### config.mk
export PLATFORM = sky130hd
export DESIGN_NAME = sixteen_bit_accumulator
export DESIGN_NICKNAME = d
export VERILOG_FILES = /design/src/rtl/accum_pkg.sv /design/src/rtl/sixteen_bit_carry_select_adder.sv /design/src/rtl/sixteen_bit_accumulator.sv
export SDC_FILE = /design/constraint.sdc
export NUM_CORES = 1
export LEC_CHECK = 0
export BUFFER_PORTS_ARGS = -buffer_cell sky130_fd_sc_hd__buf_2
export CAP_MARGIN = 20
export CORE_AREA = 2 2 82 104
export DETAILED_ROUTE_END_ITERATION = 6
export DIE_AREA = 0 0 84 106
export PLACE_DENSITY = 0.53
export SETUP_SLACK_MARGIN = 0.1
export SLEW_MARGIN = 20
export SYNTH_ARGS = -nofsm -noshare
export SYNTH_HDL_FRONTEND = slang
export SYNTH_SLANG_ARGS = --single-unit
### constraint.sdc
create_clock -name clk -period 4.2 [get_ports clk]
set_clock_uncertainty 0.2 [all_clocks]
set_input_delay 0 -clock clk [delete_from_list [all_inputs] [get_ports clk]]
set_output_delay 0 -clock clk [all_outputs]
set_load 0.1 [all_outputs]
### src/rtl/accum_pkg.sv
// Shared state encoding and datapath width for the stream accumulator.
package accum_pkg;

  localparam int unsigned DATA_W = 16;

  typedef enum logic [1:0] {
    IDLE  = 2'b00,
    ACCUM = 2'b01,
    DONE  = 2'b10
  } state_t;

endpackage : accum_pkg

### src/rtl/sixteen_bit_carry_select_adder.sv
// 16-bit carry-select adder: 4-bit blocks precompute both carry-in cases and
// the incoming block carry picks the result.
module sixteen_bit_carry_select_adder (
  input  logic [15:0] A,
  input  logic [15:0] B,
  input  logic        Cin,
  output logic [15:0] S,
  output logic        C
);

  localparam int unsigned BLK_W  = 4;
  localparam int unsigned BLK_W1 = BLK_W + 1;
  localparam int unsigned N_BLK  = 16 / BLK_W;

  logic [N_BLK:0] carry;

  assign carry[0] = Cin;

  for (genvar g = 0; g < N_BLK; g++) begin : g_blk
    logic [BLK_W:0] sum0;
    logic [BLK_W:0] sum1;

    assign sum0 = {1'b0, A[g*BLK_W +: BLK_W]} + {1'b0, B[g*BLK_W +: BLK_W]};
    assign sum1 = {1'b0, A[g*BLK_W +: BLK_W]} + {1'b0, B[g*BLK_W +: BLK_W]} + BLK_W1'(1);

    assign S[g*BLK_W +: BLK_W] = carry[g] ? sum1[BLK_W-1:0] : sum0[BLK_W-1:0];
    assign carry[g+1]          = carry[g] ? sum1[BLK_W]     : sum0[BLK_W];
  end

  assign C = carry[N_BLK];

endmodule : sixteen_bit_carry_select_adder

### src/rtl/sixteen_bit_accumulator.sv
// Packet accumulator: sums LEN words (0 = 2^COUNT_W) from a valid/ready stream
// and holds the modulo-2^16 sum plus adder carry-out count until taken.
module sixteen_bit_accumulator
  import accum_pkg::*;
#(
  parameter int unsigned COUNT_W = 4
) (
  input  logic               clk,
  input  logic               rst_n,
  input  logic               START,
  input  logic [COUNT_W-1:0] LEN,
  input  logic               IN_VALID,
  input  logic [DATA_W-1:0]  IN_DATA,
  output logic               IN_READY,
  output logic               OUT_VALID,
  input  logic               OUT_READY,
  output logic [DATA_W-1:0]  SUM,
  output logic [COUNT_W-1:0] CARRY_CNT,
  output logic               BUSY
);

  state_t             state, state_nxt;
  logic [DATA_W-1:0]  acc, acc_nxt;
  logic [COUNT_W-1:0] carry_cnt, carry_cnt_nxt;
  logic [COUNT_W-1:0] remaining, remaining_nxt;
  logic [DATA_W-1:0]  add_s;
  logic               add_c;

  sixteen_bit_carry_select_adder u_adder (
    .A   (acc),
    .B   (IN_DATA),
    .Cin (1'b0),
    .S   (add_s),
    .C   (add_c)
  );

  always_ff @(posedge clk or negedge rst_n) begin
    if (!rst_n) begin
      state     <= IDLE;
      acc       <= '0;
      carry_cnt <= '0;
      remaining <= '0;
    end else begin
      state     <= state_nxt;
      acc       <= acc_nxt;
      carry_cnt <= carry_cnt_nxt;
      remaining <= remaining_nxt;
    end
  end

  // Handshake outputs depend on the state register only.
  always_comb begin
    state_nxt     = state;
    acc_nxt       = acc;
    carry_cnt_nxt = carry_cnt;
    remaining_nxt = remaining;
    IN_READY      = 1'b0;
    OUT_VALID     = 1'b0;
    BUSY          = (state != IDLE);
    unique case (state)
      IDLE: begin
        if (START) begin
          acc_nxt       = '0;
          carry_cnt_nxt = '0;
          remaining_nxt = LEN;
          state_nxt     = ACCUM;
        end
      end
      ACCUM: begin
        IN_READY = 1'b1;
        if (IN_VALID) begin
          acc_nxt       = add_s;
          carry_cnt_nxt = carry_cnt + COUNT_W'(add_c);
          // LEN=0 wraps to all-ones here, giving a full 2^COUNT_W packet.
          remaining_nxt = remaining - COUNT_W'(1);
          if (remaining == COUNT_W'(1)) begin
            state_nxt = DONE;
          end
        end
      end
      DONE: begin
        OUT_VALID = 1'b1;
        if (OUT_READY) begin
          state_nxt = IDLE;
        end
      end
      default: begin
        state_nxt = IDLE;
      end
    endcase
  end

  assign SUM       = acc;
  assign CARRY_CNT = carry_cnt;

endmodule : sixteen_bit_accumulator

==> results of run 1 <==
==> timing repair <==
item	CTS	global route
hold endpoints to repair	39	0
setup buffers	0	0
hold buffers	13	0
endpoints found under the setup margin	0	0
==> cell families (layout without fill, tap and decap cells) <==
| kind of cell | after synthesis | in the layout | synth area share (%) |
|---|---|---|---|
| buf+inv | 18 | 76 | 3.513 |
| mux | 6 | 6 | 3.123 |
| simple gates | 55 | 55 | 15.75 |
| flops | 26 | 26 | 33.83 |
| compound gates | 48 | 48 | 16.53 |
| fa+ha+maj | 27 | 27 | 19.13 |
| xor+xnor | 17 | 17 | 8.133 |
==> cell usage after synthesis (2+ instances only) <==
| cell type | number |
|---|---|
| a21o_1 | 3 |
| dfrtp_1 | 26 |
| nor4b_1 | 2 |
| ha_1 | 23 |
| inv_1 | 12 |
| clkbuf_1 | 6 |
| o21ai_0 | 15 |
| nand4_1 | 4 |
| a21oi_1 | 16 |
| nor2_1 | 7 |
| xor2_1 | 8 |
| fa_1 | 4 |
| or2_2 | 3 |
| a22o_1 | 3 |
| and3_1 | 2 |
| nand3_1 | 4 |
| nor3_1 | 2 |
| mux2i_1 | 6 |
| xnor2_1 | 8 |
| nor2b_1 | 2 |
| nand2_1 | 20 |
==> stage by stage <==
| step | setup WS [ns] | util [%] |
|---|---|---|
| global route | 0.3467 | 30.70 |
| global placement | 0.6256 | 28.18 |
| finish | 0.5648 | 30.70 |
| detailed placement | 0.5642 | 28.18 |
| floorplan | 0.2052 | - |
| CTS | 0.5384 | 30.70 |
==> flip-flops by register name (all words and copies together) (netlist names) <==
name / count
SUM: 16
state: 2
remaining: 4
CARRY_CNT: 4
==> layout make-up <==
class / instances / area share [%]
Clock inverter: 1 / 1.221
Sequential cell: 26 / 26.46
Clock buffer: 3 / 1.679
Timing Repair Buffer: 60 / 14.86
Inverter: 12 / 1.832
Tap cell: 97 / 4.936
Multi-Input combinational cell: 153 / 49.01
==> worst paths after layout <==
| kind | start | slack [ns] | to | cells after the start |
|---|---|---|---|---|
| worst max-delay path | SUM[4] | 0.56 | CARRY_CNT[2] | 14 |
| worst min-delay path | IN_DATA[2] | 0.04 | SUM[2] | 4 |
| worst max register to register | SUM[4] | 0.56 | CARRY_CNT[2] | 14 |
| worst min register to register | state[1] | 0.31 | state[0] | 1 |
| max in group asynchronous | rst_n | 3.33 | SUM[15] | 2 |
| min in group asynchronous | rst_n | 0.06 | remaining[2] | 2 |
==> per-layer routing <==
metal  up-vias  global-route usage, %  share of wire, %
li1        812                      -                 -
met1       760                  13.42                46
met2        29                  18.57                50
met3         4                  1.398               3.5
met4         0                  3.456               1.0
met5         -                      0                 0
==> critical path: stages, from the launching register on <==
cell	delay, ns
dfrtp_1	0.41
ha_1	0.24
fa_1	0.53
ha_1	0.20
o311ai_4	0.12
nor4_4	0.21
mux2i_1	0.31
xor2_2	0.34
nand4_1	0.16
xor2_1	0.17
ha_1	0.20
ha_1	0.18
nand2_1	0.07
xor2_1	0.15
a21oi_1	0.06
==> key figures, run 1 <==
Floorplanning
  – Die area: 8904 um2
  – Core Rows: 37
  – Chip height: 106 um
  – I/O pin total: 48
  – Die X: 84 um
  – Total core area: 8009 um2
  – Starting Density: 24.01%

STA
  – Min cycle time layout: 3.635 ns
  – Final period util: 86.55%
  – RSZ-0062 raised after global routing: no
  – Final setup vio count: 0
  – Setup TNS: 0 ns
  – Final Max Tran Viols: 0
  – Max Fclk: 0.2751 GHz
  – Hold Vio Cnt, Final: 0
  – Rel. slew slack: 57.73%
  – Worst slew pin tran: 0.6341 ns
  – WHS: 0.04288 ns

Finish
  – Seq. cell area: 650.6 um2
  – Area grow syn2layout: 27.85%
  – Most frequent cells in the layout: 47 x buf_2, 26 x dfrtp_1, 23 x ha_1
  – Fill count: 855
  – Non-Filler Instances: 352
  – Multi-input gate area: 1205 um2
  – Most common cell after layout, fill and taps aside: buf_2
  – Cell area after layout: 2459 um2
  – Layout cells sized above 1: 24.31%
  – NumNets Final: 308
  – Number of diodes: 0

Routing
  – WL final: 4.499 mm
  – DRC viols: 0
  – TritonRoute pass-1 iters: 4
  – Post-DRT Antenna Nets: 0
  – Drt wl/cell: 12.78 um
  – Drt first-iter violations: 58
  – DR vias: 1605
  – Vias/cell: 4.560

Flow run
  – Max Cap Viol: 0

Clock network
  – H-tree depth: 1
  – CTS buffer count: 3
  – Clock Tree Buf Depth: 2
  – Clk sink count: 26
  – Insertion delay to the later sink of the worst-skew pair: 0.28 ns
  – Post-CTS Resized: 0
  – Root Buffer: clkbuf_8
  – TritonCTS clock tree: done
  – Clock Pin Slew Worst Setup and Hold Paths: 0.10 ns

Worst setup path
  – Setup CP Type: reg -> reg
  – Worst Path Max Fanout: 7
  – CP Capture Type: flop
  – Crit path DAT: 3.60 ns
  – Worst setup SP type: flop
  – CP required: 4.17 ns

Placed design
  – Placed cells: 335
  – Placed cell areas: 2257 um2
  – RePlAce Congestion: 0.7527
  – Buffers on Ports: 47
  – Hpwl dp: 3.455 mm

Synthesis
  – Commonest register cell after synthesis: dfrtp_1
  – Largest cells by area after synthesis: dfrtp_1 34%, ha_1 15%, a21oi_1 4.2%
  – Yosys top cell area share: 33.83%
  – Syn_area_per_cell: 9.762 um2
  – Async SR Flop Fraction: 100.0%
  – Syn_nets: 249
  – Synthesized cell area: 1923 um2
  – Distinct cell type count after synthesis: 42
  – Post-synthesis sequential area ratio: 33.83%
  – EDFF count, synth: 0
  – Yosys warns: 0
  – Yosys top cell by area: dfrtp_1
  – Synth Register Bits: 26
  – Synth Instances: 197

Global routing
  – First-pass GRT wire length: 7.728 mm
  – GRT Total Usage: 10.60%
  – Grt ovf: 0
  – Vias in the first global route: 1632
  – Initial antenna violation count: 0
  – Largest net degree at the start of global routing: 29

Outcome
  – Status: complete, no violations

Min path
  – Hold crit path type: in -> reg
Power of run 1 is left out: the tool's default activity adds up to more than one toggle a clock period on the data nets, which glitch-free logic cannot reach.
==> inputs of run 2 (changes only) <==
--- a/config.mk
+++ b/config.mk
@@ -5,9 +5,11 @@
 export SDC_FILE = /design/constraint.sdc
 export NUM_CORES = 1
 export LEC_CHECK = 0
+export ABC_CLOCK_PERIOD_IN_PS = 4200
 export BUFFER_PORTS_ARGS = -buffer_cell sky130_fd_sc_hd__buf_2
 export CAP_MARGIN = 20
 export CORE_AREA = 2 2 82 104
+export CTS_BUF_LIST = sky130_fd_sc_hd__clkbuf_16
 export DETAILED_ROUTE_END_ITERATION = 6
 export DIE_AREA = 0 0 84 106
 export PLACE_DENSITY = 0.53
==> run 2 against run 1 <==
  * First-iteration DRC count increased by 16%
  * Core utilization increased by 0.17 points
  * Hold slack got worse by 0.036 ns
  * Setup slack improved by 0.0043 ns
  * Register-to-register slack about the same
  * Largest cell class unchanged
  * Sequential share of layout area decreased by 0.15 points
  * Via count decreased by 0.62%
  * Die area unchanged
  * Flip-flop and latch count unchanged
  * Final cell count decreased by 0.57%
==> key figures, run 2 (synthesized netlist as in run 1, its figures left out) <==
Outcome
  – Status: complete, no violations

Clock network
  – Insertion delay to the later sink of the worst-skew pair: 0.27 ns (about the same)
  – Clk sink count: 26 (unchanged)
  – H-tree depth: 1 (unchanged)
  – Clock Pin Slew Worst Setup and Hold Paths: 0.07 ns (-0.03 ns)
  – CTS buffer count: 3 (unchanged)
  – Root Buffer: clkbuf_16
  – Post-CTS Repair Setup Buffers: 0 (unchanged)
  – TritonCTS clock tree: done
  – Clock Tree Buf Depth: 2 (unchanged)

Routing
  – Vias/cell: 4.557 (about the same)
  – DRC viols: 0 (unchanged)
  – WL final: 4.518 mm (+0.42%)
  – Drt wl/cell: 12.91 um (+1.0%)
  – TritonRoute pass-1 iters: 4 (unchanged)
  – DR vias: 1595 (-0.62%)
  – Post-DRT Antenna Nets: 0 (unchanged)
  – Drt first-iter violations: 67 (+16%)

Floorplanning
  – Die area: 8904 um2 (unchanged)
  – I/O pin total: 48 (unchanged)
  – Starting Density: 24.01% (unchanged)
  – Die X: 84 um (unchanged)
  – Total core area: 8009 um2 (unchanged)
  – Chip height: 106 um (unchanged)
  – Core Rows: 37 (unchanged)

Worst setup path
  – Worst Path Max Fanout: 7 (unchanged)
  – Worst setup SP type: flop
  – CP required: 4.16 ns (about the same)
  – CP Capture Type: flop
  – Setup CP Type: reg -> reg
  – Crit path DAT: 3.59 ns (about the same)

Finish
  – Max reg flops: 16 (unchanged)
  – Number of diodes: 0 (unchanged)
  – Most common cell after layout, fill and taps aside: buf_2
  – Most frequent cells in the layout: 47 x buf_2, 26 x dfrtp_1, 23 x ha_1
  – Area grow syn2layout: 28.56%
  – Cell area after layout: 2472 um2 (+0.56%)
  – Fill count: 855 (unchanged)
  – NumNets Final: 306 (-0.65%)
  – Layout cells sized above 1: 24.51% (+0.19 points)
  – Final core utilization: 30.87% (+0.17 points)

STA
  – Hold Vio Cnt, Final: 0 (unchanged)
  – Final period util: 86.45% (-0.10 points)
  – RSZ-0062 raised after global routing: no
  – Rel. slew slack: 57.76% (about the same)
  – Final Max Tran Viols: 0 (unchanged)
  – Setup TNS: 0 ns (unchanged)
  – Min cycle time layout: 3.631 ns (-0.004325 ns)
  – Worst slew pin tran: 0.6336 ns (-0.0004784 ns)
  – Max Fclk: 0.2754 GHz (+0.12%)
  – Final setup vio count: 0 (unchanged)

Global routing
  – Met1 global-route usage: 13.37% (-0.048 points)
  – GR Layer Usage met2: 18.63% (+0.057 points)
  – GRT met3 Usage: 1.398% (unchanged)
  – GRT Total Usage: 10.55% (-0.049 points)
  – Vias in the first global route: 1636 (+0.25%)
  – First-pass GRT wire length: 7.728 mm (unchanged)
  – Initial antenna violation count: 0 (unchanged)
  – Grt ovf: 0 (unchanged)
  – Largest net degree at the start of global routing: 29 (unchanged)
  – Top Usage Layer GRT: met2

Placed design
  – Placed cell areas: 2257 um2 (unchanged)
  – Hpwl dp: 3.455 mm (unchanged)
  – Buffers on Ports: 47 (unchanged)
  – RePlAce Congestion: 0.7527 (unchanged)

Flow run
  – Max Cap Viol: 0 (unchanged)

Min path
  – Hold crit path type: in -> reg
run 2: changes by cell type in the layout (fill, tap and decap cells not counted), sizes merged:
cell,before,now
dlygate4sd3,13,11
run 2: path summary, 6_finish.rpt:
| path | startpoint | end | slack (ns) | cells after the start |
|---|---|---|---|---|
| max reg2reg | SUM[4] | CARRY_CNT[1] | 0.57 | 12 |
| min | IN_DATA[8] | SUM[8] | 0.007 | 4 |
| max in group asynchronous | rst_n | SUM[12] | 3.31 | 2 |
| max | SUM[4] | CARRY_CNT[1] | 0.57 | 12 |
| min reg2reg | state[1] | state[0] | 0.30 | 1 |
| min in group asynchronous | rst_n | remaining[2] | 0.08 | 2 |
run 2: what timing repair did:
item,in CTS,in global routing
setup endpoints to repair,0,0
hold buffers,11,0
gates resized for setup,0,0
hold endpoints to repair,37,0
run 2: through the flow:
| stage | setup WS, ns | hold WS [ns] | instances |
|---|---|---|---|
| after CTS | 0.5465 | 0.009611 | 350 |
| after floorplan | 0.2052 | -0.4956 | 197 |
| after global placement | 0.6256 | -0.1331 | 335 |
| after detailed placement | 0.5642 | -0.1343 | 335 |
| after global routing | 0.3499 | 0.04013 | 350 |
| final | 0.5692 | 0.006883 | 350 |
run 2: worst max-delay path: stages, from the launching register on:
cell	delay, ns
dfrtp_1	0.40
ha_1	0.24
fa_1	0.53
ha_1	0.20
o311ai_4	0.12
nor4_4	0.21
mux2i_1	0.31
xor2_2	0.34
nand4_1	0.16
xor2_1	0.17
ha_1	0.20
ha_1	0.27
a22o_1	0.19
run 2: final cells by class:
type,instances,area (um2),share of cell area [%]
inverter,12,45.04,1.822
tap,97,121.4,4.909
multi-input combinational,153,1205,48.74
timing repair buffer,58,345.3,13.97
clock inverter,1,30.03,1.215
sequential,26,650.6,26.32
clock buffer,3,75.07,3.036
run 2: metal layers:
| layer | vias up | routed length [um] |
|---|---|---|
| li1 | 809 | - |
| met1 | 753 | 2071 |
| met2 | 29 | 2245 |
| met3 | 4 | 159 |
| met4 | 0 | 41 |
| met5 | - | 0 |
Power of run 2 is left out for the same reason.
